**src/rtl/serial2parallel.sv**
```systemverilog
// Serial-to-parallel converter: a bit collector feeding a one-word holding register
// with a ready handshake and a sticky overrun flag.
module serial2parallel #(
  parameter int WIDTH     = 4,
  parameter int MSB_FIRST = 1
) (
  input  logic                     clk,
  input  logic                     reset,
  input  logic                     serial_i,
  input  logic                     serial_valid_i,
  input  logic                     clear_i,
  input  logic                     ready_i,
  output logic [WIDTH-1:0]         parallel_o,
  output logic                     valid_o,
  output logic [$clog2(WIDTH)-1:0] count_o,
  output logic                     busy_o,
  output logic                     overrun_o
);

  localparam int CW = $clog2(WIDTH);

  typedef enum logic {EMPTY = 1'b0, FULL = 1'b1} state_t;

  state_t           r_state;
  logic [WIDTH-1:0] r_shift;
  logic [CW-1:0]    r_count;
  logic [WIDTH-1:0] r_par;
  logic             r_ovr;

  logic [WIDTH-1:0] w_next_shift;
  logic             w_complete;

  always_comb begin
    w_next_shift = '0;
    if (MSB_FIRST != 0) begin
      w_next_shift = {r_shift[WIDTH-2:0], serial_i};
    end else begin
      w_next_shift = {serial_i, r_shift[WIDTH-1:1]};
    end
  end

  assign w_complete = serial_valid_i && (r_count == CW'(WIDTH - 1));

  always_ff @(posedge clk or negedge reset) begin
    if (!reset) begin
      r_state <= EMPTY;
      r_shift <= '0;
      r_count <= '0;
      r_par   <= '0;
      r_ovr   <= 1'b0;
    end else if (clear_i) begin
      r_state <= EMPTY;
      r_shift <= '0;
      r_count <= '0;
      r_par   <= '0;
      r_ovr   <= 1'b0;
    end else begin
      if (serial_valid_i) begin
        r_shift <= w_next_shift;
        r_count <= w_complete ? '0 : r_count + CW'(1);
      end
      // Completed word goes straight from the shifter into the holding register.
      case (r_state)
        EMPTY: begin
          if (w_complete) begin
            r_state <= FULL;
            r_par   <= w_next_shift;
          end
        end
        FULL: begin
          if (w_complete) begin
            if (ready_i) begin
              r_par <= w_next_shift;
            end else begin
              r_ovr <= 1'b1;
            end
          end else if (ready_i) begin
            r_state <= EMPTY;
          end
        end
        default: r_state <= EMPTY;
      endcase
    end
  end

  assign parallel_o = r_par;
  assign valid_o    = (r_state == FULL);
  assign count_o    = r_count;
  assign busy_o     = (r_count != '0);
  assign overrun_o  = r_ovr;

endmodule
```
**config.mk**
```make
export PLATFORM = sky130hd
export DESIGN_NAME = serial2parallel
export DESIGN_NICKNAME = d
export VERILOG_FILES = /design/src/rtl/serial2parallel.sv
export SDC_FILE = /design/constraint.sdc
export NUM_CORES = 1
export LEC_CHECK = 0
export BUFFER_PORTS_ARGS = -buffer_cell sky130_fd_sc_hd__buf_2
export CORE_AREA = 10 10 47 49
export CTS_BUF_LIST = sky130_fd_sc_hd__clkbuf_2
export DETAILED_ROUTE_END_ITERATION = 10
export DIE_AREA = 0 0 57 59
export HOLD_SLACK_MARGIN = 0.05
export PLACE_DENSITY = 0.75
export SLEW_MARGIN = 20
export SYNTH_ARGS = -nofsm -noshare
export SYNTH_HDL_FRONTEND = slang
export SYNTH_SLANG_ARGS = --single-unit
```
**constraint.sdc**
```tcl
create_clock -name clk -period 1.1 [get_ports clk]
set_input_delay 0 -clock clk [delete_from_list [all_inputs] [get_ports clk]]
set_output_delay 0 -clock clk [all_outputs]
set_load 0.005 [all_outputs]
```
Yosys cells after proc, flatten, opt, wreduce, memory -nomap -nowiden
Index checks and enable logic that the tools add are counted.
{"block": "op_classes", "n_addsub": 1, "n_eq_ne": 5, "mux": 19, "bitwise": 1, "reduce_logical": 7}
{"cell": "4-bit 2-to-1 mux", "n": 4}
{"cell": "1-bit 2-to-1 mux", "n": 8}
{"cell": "4-bit one-hot mux with 2 select lines", "n": 1}
{"cell": "2-bit nonzero test", "n": 4}
{"cell": "2-bit 2-to-1 mux", "n": 3}
{"cell": "3-bit 2-to-1 mux", "n": 2}
{"cell": "3-bit inequality test, second input constant", "n": 2}
{"cell": "3-bit AND reduction", "n": 2}
{"cell": "3-bit by 2-bit inequality test with 1-bit output, second input constant", "n": 1}
{"cell": "2-bit by 1-bit adder with 2-bit output, second input constant", "n": 1}
{"cell": "2-bit equality test, second input constant", "n": 1}
{"cell": "2-bit inequality test, second input constant", "n": 1}
{"cell": "1-bit one-hot mux with 2 select lines", "n": 1}
{"cell": "1-bit logical AND", "n": 1}
{"cell": "1-bit NOT", "n": 1}
{"block": "word_totals", "ff_bits": 11, "in_bits": 6, "output_inout_bits": 9, "word_cells": 38}

Longest topological paths before layout
Gate-level depths: netlist of the first run.
{"block": "depth", "word_depth": 5, "depth_mapped": 4, "ltp_nobuf": 4}

Worst setup path after synthesis of the first run
No wires, ideal clock.
{"block": "synth_timing", "path_type": "reg-to-reg", "startpoint": "register r_count[0], in the netlist count_o[0]", "endpoint": "register r_par[0], in the netlist parallel_o[0]", "t_arrival_ns": 1.048, "required_time_ns": 1.021, "path_slack_ns": -0.027, "stages_incl_launch_ff": 5, "n_path_buf": 0, "synth_period_minus_slack_ns": 1.127, "cell_sequence": "dfrtp_1 > ha_1 > nand2_4 > nor2_8 > mux2i_1"}
{"block": "synth_via", "elab_chain_len": 4}
{"item": "from (decl)", "line": "26", "text": "logic [CW-1:0] r_count;"}
{"item": "from (signal assigned)", "line": "60", "text": "r_count <= w_complete ? '0 : r_count + CW'(1);"}
{"item": "2-bit equality test *", "line": "42", "text": "assign w_complete = serial_valid_i && (r_count == CW'(WIDTH - 1));"}
{"item": "1-bit logical AND *", "line": "42"}
{"item": "3-bit inequality test (no line) / 3-bit by 2-bit inequality test with 1-bit output (equally long branches)"}
{"item": "3-bit AND reduction (no line) *"}
{"item": "to (signal assigned)", "line": "67", "text": "r_par <= w_next_shift;"}
{"item": "to (signal assigned)", "line": "73", "text": "r_par <= w_next_shift;"}
{"item": "to (decl)", "line": "27", "text": "logic [WIDTH-1:0] r_par;"}
Mark *: on every way between the ends. The rest lies on a longest branch, timed or not.
A chain may end at the register's enable or synchronous reset.

Worst setup path in the final report of the first run
{"block": "layout_timing", "startpoint": "register r_count[1], in the netlist count_o[1]", "endpoint": "register r_par[3], in the netlist parallel_o[3]"}
Same word-level chain as after synthesis.

==> qor.yml, run 1 <==
synth:
  synth_warnings: 0
  yosysSeqAreaShare: 0.490
  synth-seq-cells: 11
  synth_cells: 49
  avgSynthCellArea_um2: 11.5
  synth_cell_type_count: 14
  syn_nets: 57
  syn_area_um2: 562
global_route:
  grt_pass1_vias: 402
  antenna_found_initial: 0
  grt_max_degree: 16
  grt_pass1_wl_um: 1680
  grt_overflow_total: 0
  grt_usage: 0.0658
sta:
  fmax_mhz: 930
  post-route-period-util: 0.977
  tightest_slew_ns: 0.246
  final_hold_viol_count: 0
  setup_viol: 0
  final-max-slew-violation-count: 0
  post-route-min-period_ns: 1.08
  rsz0062_at_grt: "true"
  maxSlewHeadroom: 0.836
  clock_skew_ns: 0.00571
  timing.hold.ws_ns: 0.0640
routing:
  viasPerCell: 4.55
  wl_um: 1020
  dr.first_iter.drc_count: 6
  num_vias: 400
  drtAntennaViolNets: 0
  detail_route.wl_per_cell_um: 11.6
  drt_first_pass_iters: 4
  drcViolationCount: 0
worst_setup_path:
  cp_slowest_cell: "dfrtp_1"
  crit_type: "reg2reg"
  worst_ep_required_time_ns: 1.30
  endpoint_kind: "register"
  cp_cell_sequence: "ha_4 > nand2_4 > nor2_8 > mux2i_1"
  path_buf_inv: 0
  cp-start-kind: "register"
  critPathTopFamily: "flip-flops"
  slowest_delay_ns: 0.42
  arrival_ns: 1.27
  crit_fanout: 4
placement:
  gp_congestion: 0.687
  hpwlAfterDp_um: 745
  dp_cells: 79
  portBuffers: 14
die:
  ioPinCount: 15
  dieArea_um2: 3360
  core_area_um2: 1400
  die_width_um: 57
  initial_core_util: 0.401
  die_h_um: 59
  rows: 14
power_and_ir_drop:
  p_per_area_nw_per_um2: 1050
  p_leak_nw: 0.379
  totalPowerFinal_mw: 0.766
  irDropWorstVdd_v: 0.000549
layout:
  fillers: 145
  post_route_cells_drive_above_1_share: 0.389
  area_growth_pct: 30.1
  seqCellArea_um2: 275
  nNetsFinal: 81
  multi_input_area_um2: 270
  num_antenna_cells: 0
  stdcell_count: 88
  post-route-util: 0.521
clock_tree:
  clk_pin_slew_worst_paths_ns: 0.11
  clock_latency_ns: 0.27
  numCtsBuffers: 3
  clk_path_buf_depth: 2
  htreeDepth: 1
  cts_tree: "yes"
  cts_root_buf: "clkbuf_2"
  cts.sinks: 11
flow_run:
  cap_viol_max_count: 0
outcome:
  status: "finished, final reports clean"
worst_hold_path:
  hold_class: "in2reg"
-- worst paths after layout --
kind	slack (ns)	endpoint	from	cells past startpoint
setup / recovery	0.02	parallel_o[3]$_DFFE_PN0P_	count_o[1]$_DFFE_PN0P_	4
max in group asynchronous	0.78	parallel_o[0]$_DFFE_PN0P_	reset	2
hold / removal	0.06	valid_o$_DFF_PN0_	ready_i	4
min in group asynchronous	0.11	valid_o$_DFF_PN0_	reset	2
setup reg to reg	0.02	parallel_o[3]$_DFFE_PN0P_	count_o[1]$_DFFE_PN0P_	4
hold reg to reg	0.52	overrun_o$_DFFE_PN0P_	overrun_o$_DFFE_PN0P_	2
-- cells in the final DEF (no fill, tap or decap) --
master	synthesis	layout
a21oi_1	2	2
a31oi_1	1	1
buf_2	1	14
buf_4	0	4
clkbuf_2	0	4
dfrtp_1	11	11
dlygate4sd3_1	0	3
ha_2	0	1
ha_4	0	1
inv_1	4	4
mux2i_1	8	8
nand2_4	1	1
nand2b_1	8	8
nor2_1	7	7
nor2_8	1	1
nor2b_4	1	1
nor3b_2	1	1
-- state kept, by name, summed over array words and instances (netlist names) --
register,cells
parallel_o,4
overrun_o,1
r_shift,3
valid_o,1
count_o,2
-- metal layers --
layer | up-vias | global-route usage | part of all wire
li1 | 201 | - | -
met1 | 186 | 0.0620 | 0.45
met2 | 8 | 0.109 | 0.49
met3 | 5 | 0.0258 | 0.036
met4 | 0 | 0.0604 | 0.030
met5 | - | 0 | 0
-- per-stage QoR --
stage                     setup WS, ns   TNS, ns  area, um^2
after detailed placement       -0.0306   -0.0571         653
after floorplan                0.00999         0         564
final                           0.0248         0         731
after CTS                     0.000487         0         721
after global placement        -0.00113  -0.00113         653
after global routing           -0.0511    -0.282         731
-- kinds of logic after synthesis --
family                   synth area share
buffers and inverters              0.0557
AO/OA/AOI/OAI                      0.0290
flip-flops                          0.490
AND/OR/NAND/NOR                     0.238
multiplexers                        0.143
adder cells (fa/ha/maj)            0.0445
-- layout make-up --
cell class | instances | area share
Sequential cell | 11 | 0.377
Multi-Input combinational cell | 32 | 0.370
Timing Repair Buffer | 21 | 0.178
Clock buffer | 4 | 0.0274
Tap cell | 16 | 0.0274
Inverter | 4 | 0.0205
-- synth_stat cells --
library cell / instances / area [um^2]
a21oi_1: 2 / 10.0
a31oi_1: 1 / 6.26
buf_2: 1 / 5.00
buf_6: 1 / 11.3
dfrtp_1: 11 / 275
ha_1: 2 / 25.0
inv_1: 4 / 15.0
mux2i_1: 8 / 80.1
nand2_4: 1 / 11.3
nand2b_1: 8 / 50.1
nor2_1: 7 / 26.3
nor2_8: 1 / 20.0
nor2b_4: 1 / 13.8
nor3b_2: 1 / 12.5
-- where the power goes --
group	leakage [nW]	total (mW)	internal, mW	switching, mW
sequential	0.151	0.424	0.414	0.00982
clock	0.0166	0.235	0.0964	0.139
combinational	0.211	0.106	0.0564	0.0499
total	0.379	0.766	0.567	0.199
-- repair_timing --
item,in CTS,in global routing
hold buffers,3,0
pin swaps,0,1
endpoints found under the setup margin,4,7
gates resized for setup,1,1
endpoints found under the hold margin,17,0
setup buffers,1,1
-- worst reg2reg max path, stage by stage (launching register included) --
cell	delay, ns
dfrtp_1	0.42
ha_4	0.18
nand2_4	0.07
nor2_8	0.13
mux2i_1	0.20
(Power assumes the default switching activity.)
==> run 2, diff against run 1 <==
--- a/config.mk
+++ b/config.mk
@@ -5,6 +5,7 @@
 export SDC_FILE = /design/constraint.sdc
 export NUM_CORES = 1
 export LEC_CHECK = 0
+export ABC_AREA = 1
 export BUFFER_PORTS_ARGS = -buffer_cell sky130_fd_sc_hd__buf_2
 export CORE_AREA = 10 10 47 49
 export CTS_BUF_LIST = sky130_fd_sc_hd__clkbuf_2
==> run 2 against run 1 <==
First-iteration DRC count down 17%. Area after synthesis up 0.67%. Critical path type is now reg2out. Clock power is 4% lower. Die area unchanged. Sequential power barely moved.
==> qor.yml, run 2 <==
routing:
  wl_um: 1230  # +20%
  num_vias: 480  # +20%
  drtAntennaViolNets: 0  # unchanged
  drt_first_pass_iters: 3  # -1
  viasPerCell: 4.66  # +2.5%
  detail_route.wl_per_cell_um: 12.0  # +2.8%
  dr.first_iter.drc_count: 5  # -1
  drcViolationCount: 0  # unchanged
synth:
  synth_top_area_share: 0.487  # -0.00325
  synth.area.mux_share: 0  # -0.143
  async_flop_share: 1.00  # unchanged
  avgSynthCellArea_um2: 8.98  # -22%
  synth_top_family_by_area: "simple AND/OR/NAND/NOR gates"
  synth_cells: 63  # +29%
  synth-seq-cells: 11  # unchanged
  synthTopCellsByCount: "nand2_1, dfrtp_1, inv_1"
  synth_compound_area_frac: 0.102  # +0.0728
  synthSimpleGateAreaFrac: 0.268  # +0.0294
  yosys-top-cells-area: "dfrtp_1, nand2_1, o21ai_2, inv_1, nand3_1"
  yosysTopAreaCell: "dfrtp_1"
  yosysSeqAreaShare: 0.487  # -0.00325
  synth_cell_type_count: 15  # +1
  synth_edf_count: 0  # unchanged
  synth-main-ff-cell: "dfrtp_1"
  yosysMostFrequentCell: "nand2_1"
  synth_warnings: 0  # unchanged
  synthXorXnorAreaFrac: 0  # unchanged
  syn_nets: 71  # +25%
  syn_area_um2: 566  # +0.67%
  yosys.area_share.adder: 0.0442  # -0.000296
placement:
  portBuffers: 14  # unchanged
  hpwlAfterDp_um: 888  # +19%
  gp_congestion: 0.742  # +8.0%
  placed_cell_area_um2: 644  # -1.3%
  pre_cts_slack_ns: 0.0211  # +0.0517 ns
power_and_ir_drop:
  clock_power_share: 0.294  # -0.014
  p_leak_nw: 0.407  # +7.5%
  p_switching_mw: 0.203  # +2.1%
  pwr-share-comb: 0.154  # +0.015
  p_seq_frac: 0.553  # about the same
  switching_share: 0.264  # +0.00458
  irDropWorstVdd_v: 0.000560  # +2.2%
  p_per_area_nw_per_um2: 1030  # -1.5%
  internal_power_mw: 0.565  # -0.30%
clock_tree:
  clk_pin_slew_worst_paths_ns: 0.11  # about the same
  cts_tree: "yes"
  cts_root_buf: "clkbuf_2"
  clock_latency_ns: 0.26  # about the same
  clk_path_buf_depth: 2  # unchanged
  cts.sinks: 11  # unchanged
  numCtsBuffers: 3  # unchanged
  htreeDepth: 1  # unchanged
global_route:
  grt_max_degree: 12  # -4
  antenna_found_initial: 0  # unchanged
  grt_pass1_vias: 515  # +28%
  grt_overflow_total: 0  # unchanged
  grt_pass1_wl_um: 2180  # +30%
  grt_usage: 0.0804  # +0.0146
sta:
  clock_skew_ns: 0.0142  # +0.00849 ns
  final_hold_viol_count: 0  # unchanged
  fin_ws_ns: 0.0638  # +0.0390 ns
  setup_viol: 0  # unchanged
  final-max-slew-violation-count: 0  # unchanged
  post-route-period-util: 0.942  # -0.0355
  post-route-min-period_ns: 1.04  # -0.0390 ns
  maxSlewHeadroom: 0.838  # +0.00255
  fmax_mhz: 965  # +3.8%
  tightest_slew_ns: 0.243  # -0.00383 ns
die:
  dieArea_um2: 3360  # unchanged
  initial_core_util: 0.404  # +0.00268
  rows: 14  # unchanged
  core_area_um2: 1400  # unchanged
  ioPinCount: 15  # unchanged
  die_h_um: 59  # unchanged
  die_width_um: 57  # unchanged
worst_setup_path:
  crit_fanout: 3  # -1
  arrival_ns: 1.04  # -0.23 ns
  cp-start-kind: "register"
  worst_ep_required_time_ns: 1.10  # -0.20 ns
  crit_type: "reg2out"
  endpoint_kind: "output pin"
layout:
  nNetsFinal: 96  # +19%
  mostFrequentLayoutCells: "buf_2, nand2_1, dfrtp_1"
  area_growth_pct: 31.6
  fillers: 135  # -6.9%
  post_route_cells_drive_above_1_share: 0.414  # +0.0249
  final_common_cell: "buf_2"
  num_antenna_cells: 0  # unchanged
  largest_register_ffs: 4  # unchanged
  design_area_um2: 744  # +1.9%
  post-route-util: 0.531  # +0.00982
flow_run:
  cap_viol_max_count: 0  # unchanged
worst_hold_path:
  hold_class: "in2async"
outcome:
  status: "finished, final reports clean"
==> run 2: cell count changes in the layout (fill, tap and decap cells not counted), moves of 5 or more <==
| cell | delta |
|---|---|
| mux2i_1 | -8 |
| nand2b_1 | -8 |
| nand2_1 | +12 |
| nand3_1 | +7 |
| inv_1 | +5 |
| o21ai_2 | +5 |
==> run 2: final cells by class <==
| cell class | instances | area (um^2) | area share |
|---|---|---|---|
| clock buffer | 4 | 20.0 | 0.0269 |
| inverter | 12 | 47.5 | 0.0639 |
| multi-input combinational | 39 | 246 | 0.331 |
| sequential | 11 | 275 | 0.370 |
| tap | 16 | 20.0 | 0.0269 |
| timing repair buffer | 21 | 135 | 0.182 |
==> run 2: worst paths after layout <==
path	startpoint	to	slack, ns	cells after the start
setup / recovery	count_o[0]$_DFFE_PN0P_	busy_o	0.06	4
hold / removal	reset	parallel_o[2]$_DFFE_PN0P_	0.12	2
max in group asynchronous	reset	count_o[1]$_DFFE_PN0P_	0.76	2
setup reg to reg	count_o[0]$_DFFE_PN0P_	parallel_o[1]$_DFFE_PN0P_	0.07	6
min in group clk	clear_i	overrun_o$_DFFE_PN0P_	0.51	3
hold reg to reg	parallel_o[3]$_DFFE_PN0P_	parallel_o[3]$_DFFE_PN0P_	0.51	2
==> run 2: layer usage <==
| layer | GRT usage | vias to the layer above | wire length, um |
|---|---|---|---|
| li1 | - | 242 | - |
| met1 | 0.0833 | 225 | 519 |
| met2 | 0.129 | 11 | 609 |
| met3 | 0.0472 | 2 | 91 |
| met4 | 0.0369 | 0 | 12 |
| met5 | 0 | - | 0 |
==> run 2: logic make-up after synthesis <==
| group | count (synthesis) |
|---|---|
| adder cells (fa/ha/maj) | 2 |
| buffers and inverters | 13 |
| flip-flops | 11 |
| AND/OR/NAND/NOR | 30 |
| AO/OA/AOI/OAI | 7 |
==> run 2: power groups by stage <==
stage | combinational (mW) | sequential, mW | clock [mW]
after detailed placement | 0.0967 | 0.431 | 0
after global routing | 0.133 | 0.426 | 0.260
after global placement | 0.0947 | 0.430 | 0
after floorplan | 0.0569 | 0.431 | 0
final | 0.118 | 0.424 | 0.226
after CTS | 0.111 | 0.423 | 0.236
==> run 2: worst max-delay path, cell delays in order, from the launching register on <==
cell	delay [ns]
dfrtp_1	0.40
inv_2	0.05
ha_1	0.19
inv_1	0.05
buf_2	0.10
==> run 2: repair_timing <==
action | 4_1_cts | 5_1_grt
buffers inserted | 0 | 2
gates resized for setup | 0 | 6
hold buffers | 5 | 0
endpoints found under the hold margin | 16 | 0
setup endpoints to repair | 1 | 5
pin swaps | 0 | 2
==> run 2: through the flow <==
stage	hold slack, ns	TNS, ns	std cells	total power, mW
after global routing	0.111	-0.0154	103	0.819
after global placement	-0.124	0	92	0.525
after detailed placement	-0.122	0	92	0.528
final	0.123	0	103	0.768
after floorplan	-0.296	0	63	0.488
after CTS	0.113	-0.00270	101	0.770
